## src/rtl/ctrl_pkg.sv

```systemverilog
// Shared constants for the multi-cycle MIPS-subset controller: opcodes,
// 4-bit state encoding, ALU operand/operation codes and the control word.
package ctrl_pkg;

  localparam logic [5:0] OP_RTYPE = 6'b000000;
  localparam logic [5:0] OP_LW    = 6'b100011;
  localparam logic [5:0] OP_SW    = 6'b101011;
  localparam logic [5:0] OP_BEQ   = 6'b000100;
  localparam logic [5:0] OP_LUI   = 6'b001111;

  localparam logic [3:0] S_INIT     = 4'd0;
  localparam logic [3:0] S_FETCH    = 4'd1;
  localparam logic [3:0] S_DECODE   = 4'd2;
  localparam logic [3:0] S_MEM_ADDR = 4'd3;
  localparam logic [3:0] S_MEM_RD   = 4'd4;
  localparam logic [3:0] S_WB_MEM   = 4'd5;
  localparam logic [3:0] S_MEM_WR   = 4'd6;
  localparam logic [3:0] S_EXEC_R   = 4'd7;
  localparam logic [3:0] S_WB_R     = 4'd8;
  localparam logic [3:0] S_BRANCH   = 4'd9;
  localparam logic [3:0] S_EXEC_LUI = 4'd10;
  localparam logic [3:0] S_WB_LUI   = 4'd11;
  localparam logic [3:0] S_ERROR    = 4'd12;

  localparam logic [1:0] ALU_ADD   = 2'b00;
  localparam logic [1:0] ALU_SUB   = 2'b01;
  localparam logic [1:0] ALU_FUNCT = 2'b10;
  localparam logic [1:0] ALU_LUI   = 2'b11;

  localparam logic [1:0] SRCB_RT     = 2'b00;
  localparam logic [1:0] SRCB_FOUR   = 2'b01;
  localparam logic [1:0] SRCB_IMM    = 2'b10;
  localparam logic [1:0] SRCB_IMM_SH = 2'b11;

  typedef struct packed {
    logic       pc_write;
    logic       pc_write_cond;
    logic       pc_source;
    logic       iord;
    logic       ir_write;
    logic       mem_read;
    logic       mem_write;
    logic       mem_to_reg;
    logic       reg_dst;
    logic       reg_write;
    logic       alu_src_a;
    logic [1:0] alu_src_b;
    logic [1:0] alu_ctr;
    logic       instr_done;
  } ctrl_t;

  // States that stall on the memory ready handshake.
  function automatic logic is_wait_state(input logic [3:0] s);
    return (s == S_FETCH) || (s == S_MEM_RD) || (s == S_MEM_WR);
  endfunction

endpackage

```

## src/rtl/mem_wait_timer.sv

```systemverilog
// Counts consecutive stalled memory cycles; expired_o flags the stalled cycle
// on which the count would reach TIMEOUT_CYCLES (never with clear_i high).
module mem_wait_timer #(
  parameter int TIMEOUT_CYCLES = 15,
  parameter int TW             = 4
) (
  input  logic clk,
  input  logic reset,
  input  logic clear_i,
  input  logic inc_i,
  output logic expired_o
);

  logic [TW-1:0] cnt_q, cnt_d;

  always_comb begin
    cnt_d = cnt_q;
    if (clear_i)                  cnt_d = '0;
    else if (inc_i && cnt_q != '1) cnt_d = cnt_q + 1'b1;
  end

  always_ff @(posedge clk or posedge reset) begin
    if (reset) cnt_q <= '0;
    else       cnt_q <= cnt_d;
  end

  assign expired_o = (TIMEOUT_CYCLES != 0) && inc_i && !clear_i &&
                     (cnt_q == TW'(TIMEOUT_CYCLES - 1));

endmodule

```

## src/rtl/multi_cycle_control.sv

```systemverilog
// Control FSM for the shared multi-cycle MIPS-subset datapath: sequences
// fetch/decode/execute/memory/writeback and flags illegal ops and memory stalls.
module multi_cycle_control
  import ctrl_pkg::*;
#(
  parameter int TIMEOUT_CYCLES = 15,
  parameter int TW             = 4
) (
  input  logic       clk,
  input  logic       reset,
  input  logic [5:0] op,
  input  logic       mem_ready,
  output logic       PCWrite,
  output logic       PCWriteCond,
  output logic       PCSource,
  output logic       IorD,
  output logic       IRWrite,
  output logic       MemRead,
  output logic       MemWrite,
  output logic       MemtoReg,
  output logic       RegDst,
  output logic       RegWrite,
  output logic       ALUSrcA,
  output logic [1:0] ALUSrcB,
  output logic [1:0] ALUctr,
  output logic [3:0] state,
  output logic       instr_done,
  output logic       illegal_op,
  output logic       mem_timeout
);

  logic [3:0] state_q, state_d;
  logic [5:0] op_q, op_d;
  logic       illegal_q, illegal_d, timeout_q, timeout_d;
  logic       waiting, expired;
  ctrl_t      c;

  assign waiting = is_wait_state(state_q);

  mem_wait_timer #(.TIMEOUT_CYCLES(TIMEOUT_CYCLES), .TW(TW)) u_timer (
    .clk       (clk),
    .reset     (reset),
    .clear_i   (!waiting || mem_ready),
    .inc_i     (waiting && !mem_ready),
    .expired_o (expired)
  );

  always_comb begin
    state_d   = state_q;
    op_d      = op_q;
    illegal_d = illegal_q;
    timeout_d = timeout_q;
    c         = '0;
    case (state_q)
      S_INIT: state_d = S_FETCH;
      S_FETCH: begin
        c.mem_read  = 1'b1;
        c.alu_src_b = SRCB_FOUR;
        c.alu_ctr   = ALU_ADD;
        if (mem_ready) begin
          c.ir_write = 1'b1;
          c.pc_write = 1'b1;
          state_d    = S_DECODE;
        end else if (expired) begin
          timeout_d = 1'b1;
          state_d   = S_ERROR;
        end
      end
      S_DECODE: begin
        c.alu_src_b = SRCB_IMM_SH;
        c.alu_ctr   = ALU_ADD;
        op_d        = op;
        case (op)
          OP_RTYPE:     state_d = S_EXEC_R;
          OP_LW, OP_SW: state_d = S_MEM_ADDR;
          OP_BEQ:       state_d = S_BRANCH;
          OP_LUI:       state_d = S_EXEC_LUI;
          default: begin
            illegal_d = 1'b1;
            state_d   = S_ERROR;
          end
        endcase
      end
      S_MEM_ADDR: begin
        c.alu_src_a = 1'b1;
        c.alu_src_b = SRCB_IMM;
        c.alu_ctr   = ALU_ADD;
        state_d     = (op_q == OP_LW) ? S_MEM_RD : S_MEM_WR;
      end
      S_MEM_RD: begin
        c.mem_read = 1'b1;
        c.iord     = 1'b1;
        if (mem_ready) state_d = S_WB_MEM;
        else if (expired) begin
          timeout_d = 1'b1;
          state_d   = S_ERROR;
        end
      end
      S_WB_MEM: begin
        c.reg_write  = 1'b1;
        c.mem_to_reg = 1'b1;
        c.instr_done = 1'b1;
        state_d      = S_FETCH;
      end
      // The write request is held until memory accepts it.
      S_MEM_WR: begin
        c.mem_write = 1'b1;
        c.iord      = 1'b1;
        if (mem_ready) begin
          c.instr_done = 1'b1;
          state_d      = S_FETCH;
        end else if (expired) begin
          timeout_d = 1'b1;
          state_d   = S_ERROR;
        end
      end
      S_EXEC_R: begin
        c.alu_src_a = 1'b1;
        c.alu_src_b = SRCB_RT;
        c.alu_ctr   = ALU_FUNCT;
        state_d     = S_WB_R;
      end
      S_WB_R: begin
        c.reg_write  = 1'b1;
        c.reg_dst    = 1'b1;
        c.instr_done = 1'b1;
        state_d      = S_FETCH;
      end
      S_BRANCH: begin
        c.alu_src_a     = 1'b1;
        c.alu_src_b     = SRCB_RT;
        c.alu_ctr       = ALU_SUB;
        c.pc_write_cond = 1'b1;
        c.pc_source     = 1'b1;
        c.instr_done    = 1'b1;
        state_d         = S_FETCH;
      end
      S_EXEC_LUI: begin
        c.alu_src_a = 1'b1;
        c.alu_src_b = SRCB_IMM;
        c.alu_ctr   = ALU_LUI;
        state_d     = S_WB_LUI;
      end
      S_WB_LUI: begin
        c.reg_write  = 1'b1;
        c.instr_done = 1'b1;
        state_d      = S_FETCH;
      end
      default: state_d = S_ERROR;
    endcase
  end

  always_ff @(posedge clk or posedge reset) begin
    if (reset) begin
      state_q   <= S_INIT;
      op_q      <= '0;
      illegal_q <= 1'b0;
      timeout_q <= 1'b0;
    end else begin
      state_q   <= state_d;
      op_q      <= op_d;
      illegal_q <= illegal_d;
      timeout_q <= timeout_d;
    end
  end

  assign PCWrite     = c.pc_write;
  assign PCWriteCond = c.pc_write_cond;
  assign PCSource    = c.pc_source;
  assign IorD        = c.iord;
  assign IRWrite     = c.ir_write;
  assign MemRead     = c.mem_read;
  assign MemWrite    = c.mem_write;
  assign MemtoReg    = c.mem_to_reg;
  assign RegDst      = c.reg_dst;
  assign RegWrite    = c.reg_write;
  assign ALUSrcA     = c.alu_src_a;
  assign ALUSrcB     = c.alu_src_b;
  assign ALUctr      = c.alu_ctr;
  assign instr_done  = c.instr_done;
  assign state       = state_q;
  assign illegal_op  = illegal_q;
  assign mem_timeout = timeout_q;

endmodule

```

## config.mk

```make
export PLATFORM = sky130hd
export DESIGN_NAME = multi_cycle_control
export DESIGN_NICKNAME = d
export VERILOG_FILES = /design/src/rtl/ctrl_pkg.sv /design/src/rtl/mem_wait_timer.sv /design/src/rtl/multi_cycle_control.sv
export SDC_FILE = /design/constraint.sdc
export NUM_CORES = 1
export LEC_CHECK = 0
export ABC_AREA = 1
export CAP_MARGIN = 5
export CORE_MARGIN = 5
export CORE_UTILIZATION = 47
export CTS_CLUSTER_DIAMETER = 50
export DETAILED_ROUTE_END_ITERATION = 12
export MAX_ROUTING_LAYER = met4
export PLACE_DENSITY = 0.86
export SYNTH_ARGS = -nofsm -noshare
export SYNTH_HDL_FRONTEND = slang
export SYNTH_SLANG_ARGS = --single-unit
```

## constraint.sdc

```tcl
create_clock -name clk -period 1.9 [get_ports clk]
set_input_delay 0.57 -clock clk [delete_from_list [all_inputs] [get_ports clk]]
set_output_delay 0.57 -clock clk [all_outputs]
set_load 0.005 [all_outputs]
```

==> results.toml <==
[sta]
finClkSkew_ns = 0.009757
hold_violations = 0
final_max_slew_viol_count = 0
period_share_pct = 113.6
tns_ns = -1.728
fin_ws_ns = -0.2591
fmax_ghz = 0.4632
period_needed_ns = 2.159
slew_headroom_pct = 82.34
max_slew.worst_pin.slew_ns = 0.2621
rsz0062_at_grt = "true"
setup-violations-final = 16

[setup_path]
cp.required_ns = 1.33
worstRegToRegCells = 11
r2r-start = "state[3]"
r2r_end = "state[2]"
worstPathArrival_ns = 1.59
critPathKind = "reg2out"
critPathMaxFanout = 3
r2r_slack_ns = 0.21
cp-start-kind = "flip-flop"
worstSetupEndpointType = "output port"

[route]
vias = 1535
drt-vias-per-instance = 5.771
wl_um = 4847
first_pass_iters = 5
drc = 0
drt-initial-drc-count = 77
wl_per_cell_um = 18.22
ant_nets = 0

[placed_design]
pre_cts_ws_ns = -0.5285
globalplace.congestion = 0.8509
placed_cells = 235
detailedPlacementHpwl_um = 2377
io_buffer_count = 30

[power]
finalPower_mw = 0.6252
pwr-share-comb_pct = 7.4
powerDensity_mw_per_mm2 = 317.1
power_frac_clock_pct = 38.1
p_sw_mw = 0.1457
p_int_mw = 0.4795
swShare_pct = 23.31
seqPwrFrac_pct = 54.4
p_leak_nw = 1.131
ir_worst_vdd_mv = 0.4343

[yosys]
synth_nets = 168
syn_inst = 157
synth-seq-cells = 16
synth-edff-count = 0
synth.top_cells.by_count = "nand2_1, inv_1, nor2_1, dfrtp_1, nand3_1"
async_reset_ff_share_pct = 100.0
yosysTopAreaCell = "dfrtp_1"
synth_top_area_share_pct = 36.36
synth.area.top_cells = "dfrtp_1, nand2_1, inv_1, nor2_1, nand3_1"
synth_ff_type = "dfrtp_1"
ys_seq_area_share_pct = 36.36
syn_area_mm2 = 0.001101
synth.most_common_cell = "nand2_1"
yosysUniqueCellTypes = 24
syn_avg_cell_area_um2 = 7.013
yosysWarnings = 0

[outcome]
violations = "setup timing"
status = "complete, but fails checks"

[cells_and_area]
nets = 250
nFillCells = 104
multi_input_area_um2 = 690.7
regArea_um2 = 404.1
area_growth_pct = 79.09
drive_above_1_share_pct = 49.58
diodes = 0
fin_cells = 266
fin_util_pct = 88.29

[min_path]
min_from = "op_q[2]"
hold_end = "op_q[2]"
hp-class = "reg2reg"
holdPathStages = 2

[die]
coreArea_mm2 = 0.002233
io_pins = 31
start_util_pct = 49.30
die_width_um = 58.40
dieArea_mm2 = 0.003411
die_h_um = 58.40
rows = 17

[clock_tree]
cts.sinks = 16
cts_buffers = 3
worstSkewPairLatency_ns = 0.31
cts-root-buf = "clkbuf_4"
hold_buffers = 0
cts_max_path_buffers = 2
clk_pin_slew_ns = 0.10
cts_tree = "yes"
h-tree-depth = 1

[global_route]
grt_pass1_vias = 1432
antenna_found_initial = 0
grt_max_degree = 17
overflow = 0
grt_util_all_layers_pct = 25.27
grt_pass1_wl_um = 6458

[run]
max_cap_violations = 0
metal layers:
layer	part of all wire [%]	track usage [%]	wire length, µm
met2	48	44.66	2340
met1	38	26.90	1836
met5	0	-	0
met3	7.4	3.509	359
met4	6.4	13.91	311
critical path: stages (launching register included):
cell	delay [ns]
dfrtp_1	0.43
buf_6	0.15
buf_6	0.12
nand4_1	0.08
nand2_1	0.12
nor2_2	0.15
o211ai_1	0.10
buf_2	0.14
metrics by stage:
stage	hold WS, ns	area, µm²
detailed placement	0.4592	1583
floorplan	0.4420	1101
global route	0.5304	1972
CTS	0.4806	1819
global placement	0.4537	1583
finish	0.4964	1972
worst max path at each step:
stage	slack [ns]	to	depth (start not counted)	from
after floorplan	0.24	ALUSrcB[1]	6	state[3]
after global placement	-0.48	instr_done	4	mem_ready
after detailed placement	-0.53	instr_done	4	mem_ready
after CTS	-0.17	instr_done	7	state[0]
after global routing	-0.36	instr_done	7	state[0]
final	-0.26	instr_done	7	state[0]
timing repair:
item                                    4_1_cts  5_1_grt
endpoints found under the hold margin         0        0
endpoints found under the setup margin       20       17
resized for setup                           107       30
buffers inserted                             19       10
pin swaps                                    15        9
cells by family (layout without fill, tap and decap cells):
family / after synthesis / after routing / share of synthesized area [%]
AND/OR/NAND/NOR: 90 / 90 / 38.98
buffers and inverters: 32 / 113 / 12.27
AO/OA/AOI/OAI: 16 / 16 / 9.317
flip-flops: 16 / 16 / 36.36
adder cells (fa/ha/maj): 2 / 2 / 2.272
XOR/XNOR: 1 / 1 / 0.7956
area by class of cell:
type                       instances  share of cell area (%)
clock buffer                       4                   1.840
inverter                          29                   6.028
tap                               28                   1.777
timing repair buffer              80                   34.84
sequential                        16                   20.49
multi-input combinational        109                   35.03
sequential cells by signal, summed over array words and instances (netlist names):
register and cells:
state 4, mem_timeout 1, op_q 6, u_timer.cnt_q 4
illegal_op 1
placed cells by master, fill, tap and decap left out, drive strengths merged:
cell | synthesis | final
buf | 3 | 67
nand2 | 39 | 39
inv | 29 | 29
nor2 | 29 | 29
dfrtp | 16 | 16
nand3 | 14 | 14
clkdlybuf4s50 | 0 | 10
o21ai | 8 | 8
a21oi | 5 | 5
nand4 | 5 | 5
clkbuf | 0 | 4
dlygate4sd2 | 0 | 3
nor3 | 2 | 2
o211ai | 2 | 2
ha | 2 | 2
or2 | 1 | 1
a21o | 1 | 1
xor2 | 1 | 1
power by group through the flow:
stage / Clock (mW) / Combinational (mW) / Sequential, mW
final: 0.238 / 0.0466 / 0.340
after global placement: 0 / 0.0434 / 0.347
after CTS: 0.229 / 0.0451 / 0.340
after detailed placement: 0 / 0.0449 / 0.347
after floorplan: 0 / 0.0156 / 0.347
after global routing: 0.257 / 0.0510 / 0.340
Power figures use the tool's default switching activity.
